<file path="src/rtl/deadlock_mon_pkg.sv">
// Shared types and elaboration helpers for the deadlock monitor family.
// Holds the report-source encoding and width helpers used by both interface and RTL.
package deadlock_mon_pkg;

  typedef enum logic [1:0] {
    SRC_NONE = 2'd0,
    SRC_AXIS = 2'd1,
    SRC_PAR  = 2'd2,
    SRC_SEQ  = 2'd3
  } block_src_e;

  function automatic int clog2(input int value);
    int r;
    r = 0;
    while ((1 << r) < value) r++;
    return r;
  endfunction

  function automatic int max2(input int a, input int b);
    return (a > b) ? a : b;
  endfunction

  // Channel index width, wide enough for the largest source and never below one bit.
  function automatic int idx_width(input int n_axis, input int n_par, input int n_seq);
    return clog2(max2(max2(n_axis, n_par), max2(n_seq, 2)));
  endfunction

endpackage

</file>
<file path="src/rtl/axis_deadlock_watchdog_if.sv">
// Block-flag inputs and deadlock-report outputs of one watched dataflow instance.
// master drives the flags and reads the report; slave is the watchdog itself.
interface axis_deadlock_watchdog_if #(
  parameter int N_AXIS    = 15,
  parameter int N_SUB_PAR = 0,
  parameter int N_SUB_SEQ = 0,
  parameter int N_IDLE    = 2,
  parameter int CNT_W     = 8
);

  localparam int PAR_W = deadlock_mon_pkg::max2(N_SUB_PAR, 1);
  localparam int SEQ_W = deadlock_mon_pkg::max2(N_SUB_SEQ, 1);
  localparam int IDX_W = deadlock_mon_pkg::idx_width(N_AXIS, N_SUB_PAR, N_SUB_SEQ);

  logic [N_AXIS-1:0]           axis_block_sigs;
  logic [PAR_W-1:0]            sub_par_block;
  logic [SEQ_W-1:0]            sub_seq_block;
  logic [N_IDLE-1:0]           inst_idle_sigs;
  logic                        clear;
  logic                        block;
  logic                        block_raw;
  deadlock_mon_pkg::block_src_e block_src;
  logic [IDX_W-1:0]            block_chan;
  logic [CNT_W-1:0]            stall_cnt;

  modport master (
    output axis_block_sigs, sub_par_block, sub_seq_block, inst_idle_sigs, clear,
    input  block, block_raw, block_src, block_chan, stall_cnt
  );

  modport slave (
    input  axis_block_sigs, sub_par_block, sub_seq_block, inst_idle_sigs, clear,
    output block, block_raw, block_src, block_chan, stall_cnt
  );

endinterface

</file>
<file path="src/rtl/lsb_priority_enc.sv">
// Lowest-index priority encoder: idx is the lowest set bit of vec, valid when any bit is set.
// idx is 0 when vec is all zero.
module lsb_priority_enc #(
  parameter int W  = 8,
  parameter int IW = 3
) (
  input  logic [W-1:0]  vec,
  output logic [IW-1:0] idx,
  output logic          valid
);

  // NOTE: idx gets a default before the loop so always_comb never infers a latch.
  always_comb begin
    idx = '0;
    for (int i = W - 1; i >= 0; i--) begin
      if (vec[i]) idx = IW'(i);
    end
  end

  assign valid = |vec;

endmodule

</file>
<file path="src/rtl/axis_deadlock_watchdog.sv">
// Deadlock watchdog for one HLS dataflow instance: filters the combined block condition
// through a persistence counter and captures the first offending source on report.
module axis_deadlock_watchdog
  import deadlock_mon_pkg::*;
#(
  parameter int N_AXIS    = 15,
  parameter     AXIS_MASK = 15'h7FFC,
  parameter int N_SUB_PAR = 0,
  parameter int N_SUB_SEQ = 0,
  parameter int N_IDLE    = 2,
  parameter int THRESH    = 16,
  parameter int CNT_W     = 8,
  parameter bit STICKY    = 1'b0
) (
  input  logic                    clock,
  input  logic                    reset,
  axis_deadlock_watchdog_if.slave bus
);

  localparam int SEQ_W = max2(N_SUB_SEQ, 1);
  localparam int IDX_W = idx_width(N_AXIS, N_SUB_PAR, N_SUB_SEQ);

  localparam logic [N_AXIS-1:0] MASK      = N_AXIS'(AXIS_MASK);
  localparam logic [CNT_W-1:0]  CNT_MAX   = '1;
  localparam logic [CNT_W-1:0]  THRESH_M1 = CNT_W'(THRESH - 1);
  localparam bit                HAS_PAR   = (N_SUB_PAR > 0);
  localparam bit                HAS_SEQ   = (N_SUB_SEQ > 0);

  if (THRESH < 1) begin : g_bad_thresh_low
    $error("axis_deadlock_watchdog: THRESH must be at least 1");
  end
  if (THRESH >= (1 << CNT_W)) begin : g_bad_thresh_high
    $error("axis_deadlock_watchdog: THRESH must be below 2**CNT_W");
  end
  if ($bits(AXIS_MASK) != N_AXIS) begin : g_bad_mask
    $error("axis_deadlock_watchdog: AXIS_MASK width must equal N_AXIS");
  end

  logic [N_AXIS-1:0] axis_masked;
  logic [IDX_W-1:0]  axis_idx;
  logic [IDX_W-1:0]  seq_idx;
  logic              axis_hit;
  logic              seq_any;
  logic              par_hit;
  logic              seq_hit;
  logic              idle_all;
  logic              raw;

  assign axis_masked = bus.axis_block_sigs & MASK;

  lsb_priority_enc #(.W(N_AXIS), .IW(IDX_W)) u_axis_enc (
    .vec   (axis_masked),
    .idx   (axis_idx),
    .valid (axis_hit)
  );

  lsb_priority_enc #(.W(SEQ_W), .IW(IDX_W)) u_seq_enc (
    .vec   (bus.sub_seq_block),
    .idx   (seq_idx),
    .valid (seq_any)
  );

  // A parallel region is only stuck when every branch is stuck.
  assign par_hit  = HAS_PAR & (&bus.sub_par_block);
  assign seq_hit  = HAS_SEQ & seq_any;
  assign idle_all = &bus.inst_idle_sigs;
  assign raw      = (axis_hit | par_hit | seq_hit) & ~idle_all;

  block_src_e       cap_src;
  logic [IDX_W-1:0] cap_chan;

  always_comb begin
    cap_src  = SRC_NONE;
    cap_chan = '0;
    if (axis_hit) begin
      cap_src  = SRC_AXIS;
      cap_chan = axis_idx;
    end else if (par_hit) begin
      cap_src  = SRC_PAR;
    end else if (seq_hit) begin
      cap_src  = SRC_SEQ;
      cap_chan = seq_idx;
    end
  end

  logic [CNT_W-1:0] cnt_q;
  logic             blk_q;
  logic             raw_q;
  block_src_e       src_q;
  logic [IDX_W-1:0] chan_q;
  logic             blk_next;

  // Set needs raw in this cycle; once up, the report survives while raw holds or when sticky.
  assign blk_next = (raw & (cnt_q == THRESH_M1)) | (blk_q & (STICKY | raw));

  // NOTE: all state uses non-blocking assignments so every register samples pre-edge values.
  always_ff @(posedge clock) begin
    if (reset) begin
      cnt_q  <= '0;
      blk_q  <= 1'b0;
      raw_q  <= 1'b0;
      src_q  <= SRC_NONE;
      chan_q <= '0;
    end else begin
      raw_q <= raw;
      if (bus.clear) begin
        cnt_q  <= '0;
        blk_q  <= 1'b0;
        src_q  <= SRC_NONE;
        chan_q <= '0;
      end else begin
        if (!raw)                 cnt_q <= '0;
        else if (cnt_q != CNT_MAX) cnt_q <= cnt_q + 1'b1;
        blk_q <= blk_next;
        // Capture only on the rising report; a dropped report reads as no source.
        if (!blk_next) begin
          src_q  <= SRC_NONE;
          chan_q <= '0;
        end else if (!blk_q) begin
          src_q  <= cap_src;
          chan_q <= cap_chan;
        end
      end
    end
  end

  assign bus.block      = blk_q;
  assign bus.block_raw  = raw_q;
  assign bus.block_src  = src_q;
  assign bus.block_chan = chan_q;
  assign bus.stall_cnt  = cnt_q;

endmodule

</file>
<file path="src/flat_wrapper.sv">
// flat-port wrapper written by rule: the top's interface ports become plain ports
module axis_deadlock_watchdog_flat import deadlock_mon_pkg::*;
#(
  parameter int N_AXIS    = 15,
  parameter     AXIS_MASK = 15'h7FFC,
  parameter int N_SUB_PAR = 0,
  parameter int N_SUB_SEQ = 0,
  parameter int N_IDLE    = 2,
  parameter int THRESH    = 16,
  parameter int CNT_W     = 8,
  parameter bit STICKY    = 1'b0
)
  (clock, reset, bus_axis_block_sigs, bus_sub_par_block, bus_sub_seq_block, bus_inst_idle_sigs, bus_clear, bus_block, bus_block_raw, bus_block_src, bus_block_chan, bus_stall_cnt);
  axis_deadlock_watchdog_if #(.N_AXIS(N_AXIS), .N_SUB_PAR(N_SUB_PAR), .N_SUB_SEQ(N_SUB_SEQ), .N_IDLE(N_IDLE), .CNT_W(CNT_W)) bus_i ();
  input  logic clock;
  input  logic reset;
  input wire logic [$bits(bus_i.axis_block_sigs)-1:0] bus_axis_block_sigs;
  input wire logic [$bits(bus_i.sub_par_block)-1:0] bus_sub_par_block;
  input wire logic [$bits(bus_i.sub_seq_block)-1:0] bus_sub_seq_block;
  input wire logic [$bits(bus_i.inst_idle_sigs)-1:0] bus_inst_idle_sigs;
  input wire logic [$bits(bus_i.clear)-1:0] bus_clear;
  output wire logic [$bits(bus_i.block)-1:0] bus_block;
  output wire logic [$bits(bus_i.block_raw)-1:0] bus_block_raw;
  output wire logic [$bits(bus_i.block_src)-1:0] bus_block_src;
  output wire logic [$bits(bus_i.block_chan)-1:0] bus_block_chan;
  output wire logic [$bits(bus_i.stall_cnt)-1:0] bus_stall_cnt;
  assign bus_i.axis_block_sigs = bus_axis_block_sigs;
  assign bus_i.sub_par_block = bus_sub_par_block;
  assign bus_i.sub_seq_block = bus_sub_seq_block;
  assign bus_i.inst_idle_sigs = bus_inst_idle_sigs;
  assign bus_i.clear = bus_clear;
  assign bus_block = bus_i.block;
  assign bus_block_raw = bus_i.block_raw;
  assign bus_block_src = bus_i.block_src;
  assign bus_block_chan = bus_i.block_chan;
  assign bus_stall_cnt = bus_i.stall_cnt;
  axis_deadlock_watchdog #(.N_AXIS(N_AXIS), .AXIS_MASK(AXIS_MASK), .N_SUB_PAR(N_SUB_PAR), .N_SUB_SEQ(N_SUB_SEQ), .N_IDLE(N_IDLE), .THRESH(THRESH), .CNT_W(CNT_W), .STICKY(STICKY)) u_core (.clock(clock), .reset(reset), .bus(bus_i));
endmodule
</file>
<file path="config.mk">
export PLATFORM = sky130hd
export DESIGN_NAME = axis_deadlock_watchdog_flat
export DESIGN_NICKNAME = d
export VERILOG_FILES = /design/src/rtl/deadlock_mon_pkg.sv /design/src/rtl/axis_deadlock_watchdog_if.sv /design/src/rtl/lsb_priority_enc.sv /design/src/rtl/axis_deadlock_watchdog.sv /design/src/flat_wrapper.sv
export SDC_FILE = /design/constraint.sdc
export NUM_CORES = 1
export LEC_CHECK = 0
export CAP_MARGIN = 20
export CORE_MARGIN = 4
export CORE_UTILIZATION = 35
export CTS_CLUSTER_SIZE = 25
export DETAILED_ROUTE_END_ITERATION = 8
export GPL_TIMING_DRIVEN = 0
export PLACE_DENSITY = 0.71
export SYNTH_ARGS = -nofsm -noshare
export SYNTH_HDL_FRONTEND = slang
export SYNTH_SLANG_ARGS = --single-unit
</file>
<file path="constraint.sdc">
create_clock -name clock -period 1.9 [get_ports clock]
set_input_delay 0.19 -clock clock [delete_from_list [all_inputs] [get_ports clock]]
set_output_delay 0.19 -clock clock [all_outputs]
set_load 0.05 [all_outputs]
</file>
==> results.md, run 1 <==
* Rel. slew slack at 0.665
* Top-count cell post-synth: nor2_1
* Worst hold stages at 2
* Final WL at 1880 µm
* Worst-Margin Slew at 501 ps
* DR pass1 iterations at 4
* Post-Syn Instances at 97
* Share of cells above drive strength 1 at 0.0602
* Final setup margin at 107 ps
* Worst hold path class: flop to flop
* Global routing usage on met2 at 0.223
* Seq pwr share at 0.537
* FFs w/ async S/R, synth at 0
* WP data required at 1710 ps
* Final Hold Violating Endpoints at 0
* Multi-input logic area at 452 µm²
* Met1 global-route usage at 0.154
* Max Freq at 558 MHz
* Clk sink count at 15
* Fin crit share at 0.944
* Synth top cells by count: nor2_1, dfxtp_1, nor3_1
* Setup-failing EPs final at 0
* CP Launch Type: flop
* Net switching power at 146 µW
* CTS root buf: clkbuf_4
* CP Class: flop to output pin
* CP Max Fanout at 8
* Gpl congestion at 0.879
* Clock latency at the later pin of the worst-skew pair at 280 ps
* Setup Buffers After CTS at 0
* Die footprint at 3050 µm²
* IO buf count at 32
* Site Rows at 16
* Worst setup startpoint: u_core.bus.stall_cnt[7]$_SDFFE_PP0P_
* CP bufs+invs at 1
* DR WL/cell at 11.8 µm
* RSZ-0062 raised after global routing: no
* Hold-fix buffers at CTS at 0
* Slowest library cell on the worst path: clkdlybuf4s50_1
* Total track usage at 0.129
* R2r setup slk at 390 ps
* Yosys warns at 0
* Largest net degree at the start of global routing at 11
* Initial DRC count at 5
* Initial antenna violation count at 0
* I/O Pins at 38
* Switching Share at 0.245
* Syn nets at 120
* P_int at 449 µW
* R2r startpoint: u_core.bus.stall_cnt[0]$_SDFFE_PP0P_
* P_leak at 0.000423 µW
* Final min period at 1790 ps
* Reg2Reg Capture Point: u_core.bus.block_chan[1]$_SDFFE_PP0N_
* Starting Density at 0.383
* R2r worst-path depth at 5
* Clock Path Buffers at 2
* Number of remaining DRC errors at 0
* Dpl ws at 101 ps
* Post-CTS resize count at 0
* Total CTS buffers at 3
* Final nets at 157
* Ant. Diodes at 0
* Post-synth top area cell: dfxtp_1
* Ys flop type: dfxtp_1
* Seq/Total Area, Yosys at 0.384
* Clock transition at path regs at 90 ps
* CTS tree: done
* Crit path max-delay family: buffers and inverters
* Clk_skew at 13.4 ps
* Remaining antenna violation count at 0
* CP cell instances: clkdlybuf4s50_1
* M3 GR Usage at 0.0326
* Die W at 55.3 µm
* Max-cap violation count at 0
* Sequential cell area at 300 µm²
* Status: finished, final reports clean
* Post-synth top area share at 0.384
* Seq cells post-synth at 15
* Via count at 807
* Clock power frac at 0.301
* Final TNS setup at 0 ps
* Min-delay src: u_core.bus.block_chan[3]$_SDFFE_PP0N_
* Vias in the first global route at 788
* Mean number of vias per cell at 5.04
* Synthesized area at 782 µm²
* # fillers at 199
* Synth area leaders: dfxtp_1, nor2_1, nor3_1, mux2i_1, nand3_1
* Data arrival, critical path at 1600 ps
* Placeable Area at 2040 µm²
* Logic pwr share at 0.162
* VDD IR-drop max at 0.366 mV
* Crit. End Element: output pin
* Die Ht at 55.3 µm
* Global-route wire length before repair at 3330 µm
* P&R area growth vs syn at 48.6%
* Post-synth EDFFs at 0
* Post-DP HPWL at 1520 µm
* Pwr Density at 512 nW/µm²
* Syn Area/Cell at 8.06 µm²
* Pins Over Slew Limit at 0
* Yosys cell types at 32
* Critical path's largest stage delay at 850 ps
* Grt peak-use layer: met2
* Grt ovf at 0
* WHS Endpoint: u_core.bus.block_chan[3]$_SDFFE_PP0N_
* H-tree depth at 1
[state kept, by name, summed over array words and instances (netlist names)]
signal,flops
u_core.bus.block,1
u_core.bus.block_chan,4
u_core.bus.block_raw,1
u_core.bus.block_src,1
u_core.bus.stall_cnt,8
[worst max-delay path by stage]
stage | endpoint | cells after the start
floorplan | u_core.bus.stall_cnt[5]$_SDFFE_PP0P_ | 5
global placement | u_core.bus.stall_cnt[6]$_SDFFE_PP0P_ | 5
detailed placement | u_core.bus.block_chan[2]$_SDFFE_PP0N_ | 5
CTS | bus_stall_cnt[7] | 1
global route | bus_stall_cnt[7] | 1
finish | bus_stall_cnt[7] | 1
[per-layer routing]
layer / wire length, µm / share of wire
met1: 885 / 0.47
met2: 891 / 0.47
met3: 83 / 0.044
met4: 21 / 0.011
met5: 0 / 0
[metrics by stage]
step                power [µW]  instances  hold slack (ps)  utilization  cell area (µm²)
floorplan                  368         97              355            -              782
global placement           422        156              462        0.556             1140
detailed placement         424        156              461        0.556             1140
CTS                        601        160              480        0.569             1160
global route               624        160              519        0.569             1160
finish                     595        160              476        0.569             1160
[logic make-up after synthesis]
group           share of synthesized area
compound gates                      0.163
xor+xnor                           0.0224
fa+ha+maj                          0.0160
buf+inv                            0.0384
flops                               0.384
mux                                0.0384
other cells                       0.00480
simple gates                        0.333
[cells in the final DEF, fill, tap and decap left out, drive strengths merged]
cell and count:
conb 1, nor4 3, inv 5, nand4 1
nand2 7, buf 1, a221oi 1, or2b 1
nor2b 2, a31oi 2, and3 3, mux2i 3
ha 1, o21ai 3, nand4b 1, clkdlybuf4s50 32
a2111o 1, a22oi 1, clkbuf 5, and2 1
a211oi 3, a21oi 4, nor3 7, nor2 16
or4 3, dfxtp 15, a21o 2, a2111oi 1
xnor2 2, nand3 5
[cell type report]
cell class	count	share of cell area
multi-input combinational	75	0.389
timing repair buffer	32	0.276
sequential	15	0.258
tap	27	0.0291
clock buffer	4	0.0226
inverter	5	0.0161
buffer	2	0.00969
[power groups by stage]
stage	clock network [µW]	registers [µW]	logic, µW
finish	179	319	96.5
global route	199	320	105
CTS	185	320	97.1
detailed placement	0	327	96.7
global placement	0	327	95.2
floorplan	0	338	30.3
[worst register-to-register path, stage by stage, from the launching register on]
cell and delay, ps:
dfxtp_1 400, ha_1 220, and3_1 260, a21o_1 160
nand3_1 180, a221oi_2 210
Power figures use the tool's default switching activity.
==> run 2: changes to the inputs <==
--- a/config.mk
+++ b/config.mk
@@ -8,10 +8,11 @@
 export CAP_MARGIN = 20
 export CORE_MARGIN = 4
 export CORE_UTILIZATION = 35
-export CTS_CLUSTER_SIZE = 25
+export CTS_CLUSTER_SIZE = 24
 export DETAILED_ROUTE_END_ITERATION = 8
 export GPL_TIMING_DRIVEN = 0
 export PLACE_DENSITY = 0.71
+export REMOVE_ABC_BUFFERS = 1
 export SYNTH_ARGS = -nofsm -noshare
 export SYNTH_HDL_FRONTEND = slang
 export SYNTH_SLANG_ARGS = --single-unit
==> results.md, run 2 (synthesized netlist as in run 1, its figures left out) <==
* I/O Pins at 38 (unchanged)
* Initial antenna violation count at 0 (unchanged)
* Post-DP HPWL at 1540 µm (was 1520 µm)
* CP Launch Type: flop (unchanged)
* Sequential cell area at 300 µm² (unchanged)
* VDD IR-drop max at 0.434 mV (was 0.366 mV)
* Status: finished, final reports clean (unchanged)
* Global-route wire length before repair at 3290 µm (was 3330 µm)
* Clock latency at the later pin of the worst-skew pair at 290 ps (was 280 ps)
* Pins Over Slew Limit at 0 (unchanged)
* Critical path's largest stage delay at 860 ps (was 850 ps)
* P&R area growth vs syn at 47.0% (was 48.6%)
* Largest net degree at the start of global routing at 12 (was 11)
* Data arrival, critical path at 1620 ps (was 1600 ps)
* Ant. Diodes at 0 (unchanged)
* Final nets at 155 (was 157)
* WP data required at 1710 ps (about the same)
* Worst hold path class: flop to flop (unchanged)
* Max reg flops at 8 (unchanged)
* Clk sink count at 15 (unchanged)
* Area after DPL at 1120 µm² (was 1140 µm²)
* Worst setup startpoint: u_core.bus.stall_cnt[7]$_SDFFE_PP0P_ (unchanged)
* CP cell instances: clkdlybuf4s50_1 (unchanged)
* Total track usage at 0.130 (was 0.129)
* Rel. slew slack at 0.666 (was 0.665)
* Setup Buffers After CTS at 0 (unchanged)
* WHS Endpoint: u_core.bus.block_chan[1]$_SDFFE_PP0N_ (was u_core.bus.block_chan[3]$_SDFFE_PP0N_)
* CP bufs+invs at 1 (unchanged)
* # fillers at 201 (was 199)
* Initial DRC count at 11 (was 5)
* Die Ht at 55.3 µm (unchanged)
* Max Freq at 551 MHz (was 558 MHz)
* Total CTS buffers at 3 (unchanged)
* Gpl congestion at 0.800 (was 0.879)
* Final min period at 1810 ps (was 1790 ps)
* IO buf count at 32 (unchanged)
* Multi-input logic area at 452 µm² (unchanged)
* Pwr Density at 524 nW/µm² (was 512 nW/µm²)
* CTS root buf: clkbuf_4 (unchanged)
* Remaining antenna violation count at 0 (unchanged)
* Min-delay src: u_core.bus.block_chan[1]$_SDFFE_PP0N_ (was u_core.bus.block_chan[3]$_SDFFE_PP0N_)
* Clk_skew at 8.42 ps (was 13.4 ps)
* Worst-Margin Slew at 500 ps (was 501 ps)
* P_leak at 0.000421 µW (was 0.000423 µW)
* RSZ-0062 raised after global routing: no (unchanged)
* Clock Path Buffers at 2 (unchanged)
* Placeable Area at 2040 µm² (unchanged)
* R2r setup slk at 380 ps (was 390 ps)
* R2r worst-path depth at 5 (unchanged)
* Mean number of vias per cell at 5.15 (was 5.04)
* Max-cap violation count at 0 (unchanged)
* H-tree depth at 1 (unchanged)
* Grt ovf at 0 (unchanged)
* Fin crit share at 0.955 (was 0.944)
* CP Class: flop to output pin (unchanged)
* Die W at 55.3 µm (unchanged)
* Crit. End Element: output pin (unchanged)
* Via count at 814 (was 807)
* Commonest non-fill, non-tap cell in the layout: clkdlybuf4s50_1 (unchanged)
* Final TNS setup at 0 ps (unchanged)
* Die footprint at 3050 µm² (unchanged)
* CP Max Fanout at 8 (unchanged)
* DR WL/cell at 12.6 µm (was 11.8 µm)
* WHS at 472 ps (was 476 ps)
* Share of cells above drive strength 1 at 0.0534 (was 0.0602)
* Clock transition at path regs at 100 ps (was 90 ps)
* Reg2Reg Capture Point: u_core.bus.stall_cnt[5]$_SDFFE_PP0P_ (was u_core.bus.block_chan[1]$_SDFFE_PP0N_)
* Crit path max-delay family: buffers and inverters (unchanged)
* Vias in the first global route at 718 (was 788)
* R2r startpoint: u_core.bus.stall_cnt[0]$_SDFFE_PP0P_ (unchanged)
* Commonest non-fill, non-tap cells in the layout: clkdlybuf4s50_1, nor2_1, dfxtp_1 (unchanged)
* CTS tree: done (unchanged)
* Setup-failing EPs final at 0 (unchanged)
* Worst hold stages at 2 (unchanged)
* Final instance area at 1150 µm² (was 1160 µm²)
* DR pass1 iterations at 4 (unchanged)
* Starting Density at 0.383 (unchanged)
* Final setup margin at 85.5 ps (was 107 ps)
* Site Rows at 16 (unchanged)
* Final WL at 1990 µm (was 1880 µm)
* Dpl ws at 97.6 ps (was 101 ps)
* Final Hold Violating Endpoints at 0 (unchanged)
* Slowest library cell on the worst path: clkdlybuf4s50_1 (unchanged)
* Number of remaining DRC errors at 0 (unchanged)
## run 2: worst max path at each step
| stage | endpoint | slack [ps] | cells after the start |
|---|---|---|---|
| 3_3_place_gp | u_core.bus.stall_cnt[6]$_SDFFE_PP0P_ | 120 | 5 |
| 4_1_cts | bus_stall_cnt[7] | 90 | 1 |
| 5_1_grt | bus_stall_cnt[7] | 30 | 1 |
| 2_1_floorplan | u_core.bus.stall_cnt[5]$_SDFFE_PP0P_ | 150 | 5 |
| 6_report | bus_stall_cnt[7] | 90 | 1 |
| 3_5_place_dp | u_core.bus.block_chan[2]$_SDFFE_PP0N_ | 100 | 5 |
## run 2: layout make-up
cell class,count,share of cell area
timing repair buffer,32,0.277
sequential,15,0.261
multi-input combinational,75,0.393
clock buffer,4,0.0229
inverter,5,0.0163
tap,27,0.0294
## run 2: through the flow
step / util / total power, µW / std cells
finish: 0.563 / 603 / 158
global route: 0.563 / 622 / 158
CTS: 0.563 / 608 / 158
detailed placement: 0.551 / 421 / 154
global placement: 0.551 / 420 / 154
floorplan: - / 366 / 95
## run 2: repair_timing
item / in CTS / in global routing
hold buffers: 0 / 0
endpoints found under the setup margin: 1 / 0
gates resized for setup: 1 / 0
## run 2: where the power goes
group / total, µW / internal, µW / switching [µW]
Clock: 189 / 81.6 / 107
Sequential: 319 / 317 / 2.12
Combinational: 94.7 / 49.3 / 45.4
## run 2: routing by layer
| metal | GRT usage | vias up | wire length, µm | share of wire |
|---|---|---|---|---|
| met5 | 0 | - | 0 | 0 |
| met4 | 0.0313 | 0 | 0 | 0 |
| met3 | 0.0420 | 0 | 104 | 0.052 |
| met2 | 0.194 | 22 | 941 | 0.47 |
| met1 | 0.181 | 371 | 941 | 0.47 |
| li1 | - | 421 | - | - |
## run 2: worst register-to-register path, cell delays in order, from the launching register on
cell and delay (ps):
dfxtp_1 390, ha_1 210, and3_1 270, nand3_1 220, and3_1 240, nor3_1 120
==> run 3: changes to the inputs <==
--- a/config.mk
+++ b/config.mk
@@ -8,6 +8,7 @@
 export CAP_MARGIN = 20
 export CORE_MARGIN = 4
 export CORE_UTILIZATION = 35
+export CTS_BUF_LIST = sky130_fd_sc_hd__clkbuf_4 sky130_fd_sc_hd__clkbuf_8
 export CTS_CLUSTER_SIZE = 24
 export DETAILED_ROUTE_END_ITERATION = 8
 export GPL_TIMING_DRIVEN = 0
==> results.md, run 3 (synthesized netlist as in run 1, its figures left out) <==
* Status: finished, final reports clean (unchanged)
* Min-delay src: u_core.bus.block_chan[1]$_SDFFE_PP0N_ (unchanged)
* Site Rows at 16 (unchanged)
* I/O Pins at 38 (unchanged)
* R2r setup slk at 390 ps (was 380 ps)
* Clk sink count at 15 (unchanged)
* Total track usage at 0.130 (unchanged)
* Die Ht at 55.3 µm (unchanged)
* RSZ-0062 raised after global routing: no (unchanged)
* Die footprint at 3050 µm² (unchanged)
* Pwr Density at 535 nW/µm² (was 524 nW/µm²)
* Remaining antenna violation count at 0 (unchanged)
* IO buf count at 32 (unchanged)
* Final Hold Violating Endpoints at 0 (unchanged)
* Final instance area at 1150 µm² (about the same)
* Clock Path Buffers at 2 (unchanged)
* Area after DPL at 1120 µm² (unchanged)
* Worst-Margin Slew at 500 ps (about the same)
* Crit path max-delay family: buffers and inverters (unchanged)
* Gpl congestion at 0.800 (unchanged)
* Clock latency at the later pin of the worst-skew pair at 290 ps (about the same)
* WP data required at 1710 ps (about the same)
* Grt ovf at 0 (unchanged)
* Logic pwr share at 0.154 (was 0.157)
* Commonest non-fill, non-tap cells in the layout: clkdlybuf4s50_1, nor2_1, dfxtp_1 (unchanged)
* Max Freq at 553 MHz (was 551 MHz)
* CP Class: flop to output pin (unchanged)
* Mean number of vias per cell at 5.21 (was 5.15)
* Seq pwr share at 0.518 (was 0.530)
* Switching Share at 0.250 (was 0.257)
* Final nets at 155 (unchanged)
* Crit. End Element: output pin (unchanged)
* Worst hold path class: flop to flop (unchanged)
* Final TNS setup at 0 ps (unchanged)
* VDD IR-drop max at 0.432 mV (was 0.434 mV)
* Setup-failing EPs final at 0 (unchanged)
* Placeable Area at 2040 µm² (unchanged)
* Final WL at 1970 µm (was 1990 µm)
* Hold-fix buffers at CTS at 0 (unchanged)
* Number of remaining DRC errors at 0 (unchanged)
* R2r startpoint: u_core.bus.stall_cnt[0]$_SDFFE_PP0P_ (unchanged)
* Worst setup startpoint: u_core.bus.stall_cnt[7]$_SDFFE_PP0P_ (unchanged)
* Final setup margin at 90.7 ps (was 85.5 ps)
* Critical path's largest stage delay at 860 ps (about the same)
* CP Launch Type: flop (unchanged)
* Vias in the first global route at 718 (unchanged)
* Largest net degree at the start of global routing at 12 (unchanged)
* CP bufs+invs at 1 (unchanged)
* Initial DRC count at 17 (was 11)
* Clk_skew at 8.69 ps (was 8.42 ps)
* DR WL/cell at 12.5 µm (was 12.6 µm)
* Global-route wire length before repair at 3290 µm (unchanged)
* DR pass1 iterations at 4 (unchanged)
* Rel. slew slack at 0.665 (was 0.666)
* Setup Buffers After CTS at 0 (unchanged)
* Via count at 823 (was 814)
* Final min period at 1810 ps (about the same)
* Share of cells above drive strength 1 at 0.0611 (was 0.0534)
* Total CTS buffers at 3 (unchanged)
* P_int at 462 µW (was 448 µW)
* Fin util at 0.565 (was 0.563)
* Max reg flops at 8 (unchanged)
* Die W at 55.3 µm (unchanged)
* Clock power frac at 0.328 (was 0.313)
* H-tree depth at 1 (unchanged)
* # fillers at 201 (unchanged)
* Fin crit share at 0.952 (was 0.955)
* Pins Over Slew Limit at 0 (unchanged)
* Max-cap violation count at 0 (unchanged)
* Post-CTS resize count at 1 (unchanged)
* CTS root buf: clkbuf_4 (unchanged)
* Clock transition at path regs at 100 ps (about the same)
* Initial antenna violation count at 0 (unchanged)
* CTS tree: done (unchanged)
* Starting Density at 0.383 (unchanged)
* P&R area growth vs syn at 47.5% (was 47.0%)
* Dpl ws at 97.6 ps (unchanged)
* Data arrival, critical path at 1620 ps (about the same)
* P_leak at 0.000424 µW (was 0.000421 µW)
* Ant. Diodes at 0 (unchanged)
* CP Max Fanout at 8 (unchanged)
* Post-DP HPWL at 1540 µm (unchanged)
* Net switching power at 154 µW (was 155 µW)
* Slowest library cell on the worst path: clkdlybuf4s50_1 (unchanged)
* Commonest non-fill, non-tap cell in the layout: clkdlybuf4s50_1 (unchanged)
* CP cell instances: clkdlybuf4s50_1 (unchanged)
[run 3: power groups by stage]
stage	Combinational [µW]	Clock, µW	Sequential [µW]
2_1_floorplan	28.7	0	338
3_3_place_gp	93.5	0	327
6_report	94.7	203	319
3_5_place_dp	94.7	0	327
5_1_grt	101	216	320
4_1_cts	94.8	208	319
[run 3: path summary, 6_finish.rpt]
path / to / depth (start not counted)
worst max register to register: u_core.bus.stall_cnt[5]$_SDFFE_PP0P_ / 5
worst min register to register: u_core.bus.block_chan[1]$_SDFFE_PP0N_ / 2
worst max-delay path: bus_stall_cnt[7] / 1
worst min-delay path: u_core.bus.block_chan[1]$_SDFFE_PP0N_ / 2
[run 3: through the flow]
stage / total power (µW) / hold slack, ps / std cells
6_report: 617 / 472 / 158
5_1_grt: 637 / 507 / 158
4_1_cts: 623 / 476 / 158
3_5_place_dp: 421 / 462 / 154
3_3_place_gp: 420 / 460 / 154
2_1_floorplan: 366 / 355 / 95
[run 3: layout make-up]
type,instances,area [µm²],share of cell area
clock buffer,4,30.0,0.0260
sequential,15,300,0.260
inverter,5,18.8,0.0163
timing repair buffer,32,319,0.277
multi-input combinational,75,452,0.392
tap,27,33.8,0.0293
[run 3: per-layer routing]
| layer | share of wire | up-vias | track usage |
|---|---|---|---|
| li1 | - | 420 | - |
| met1 | 0.47 | 380 | 0.181 |
| met2 | 0.47 | 23 | 0.194 |
| met3 | 0.057 | 0 | 0.0420 |
| met4 | 0 | 0 | 0.0313 |
| met5 | 0 | - | 0 |
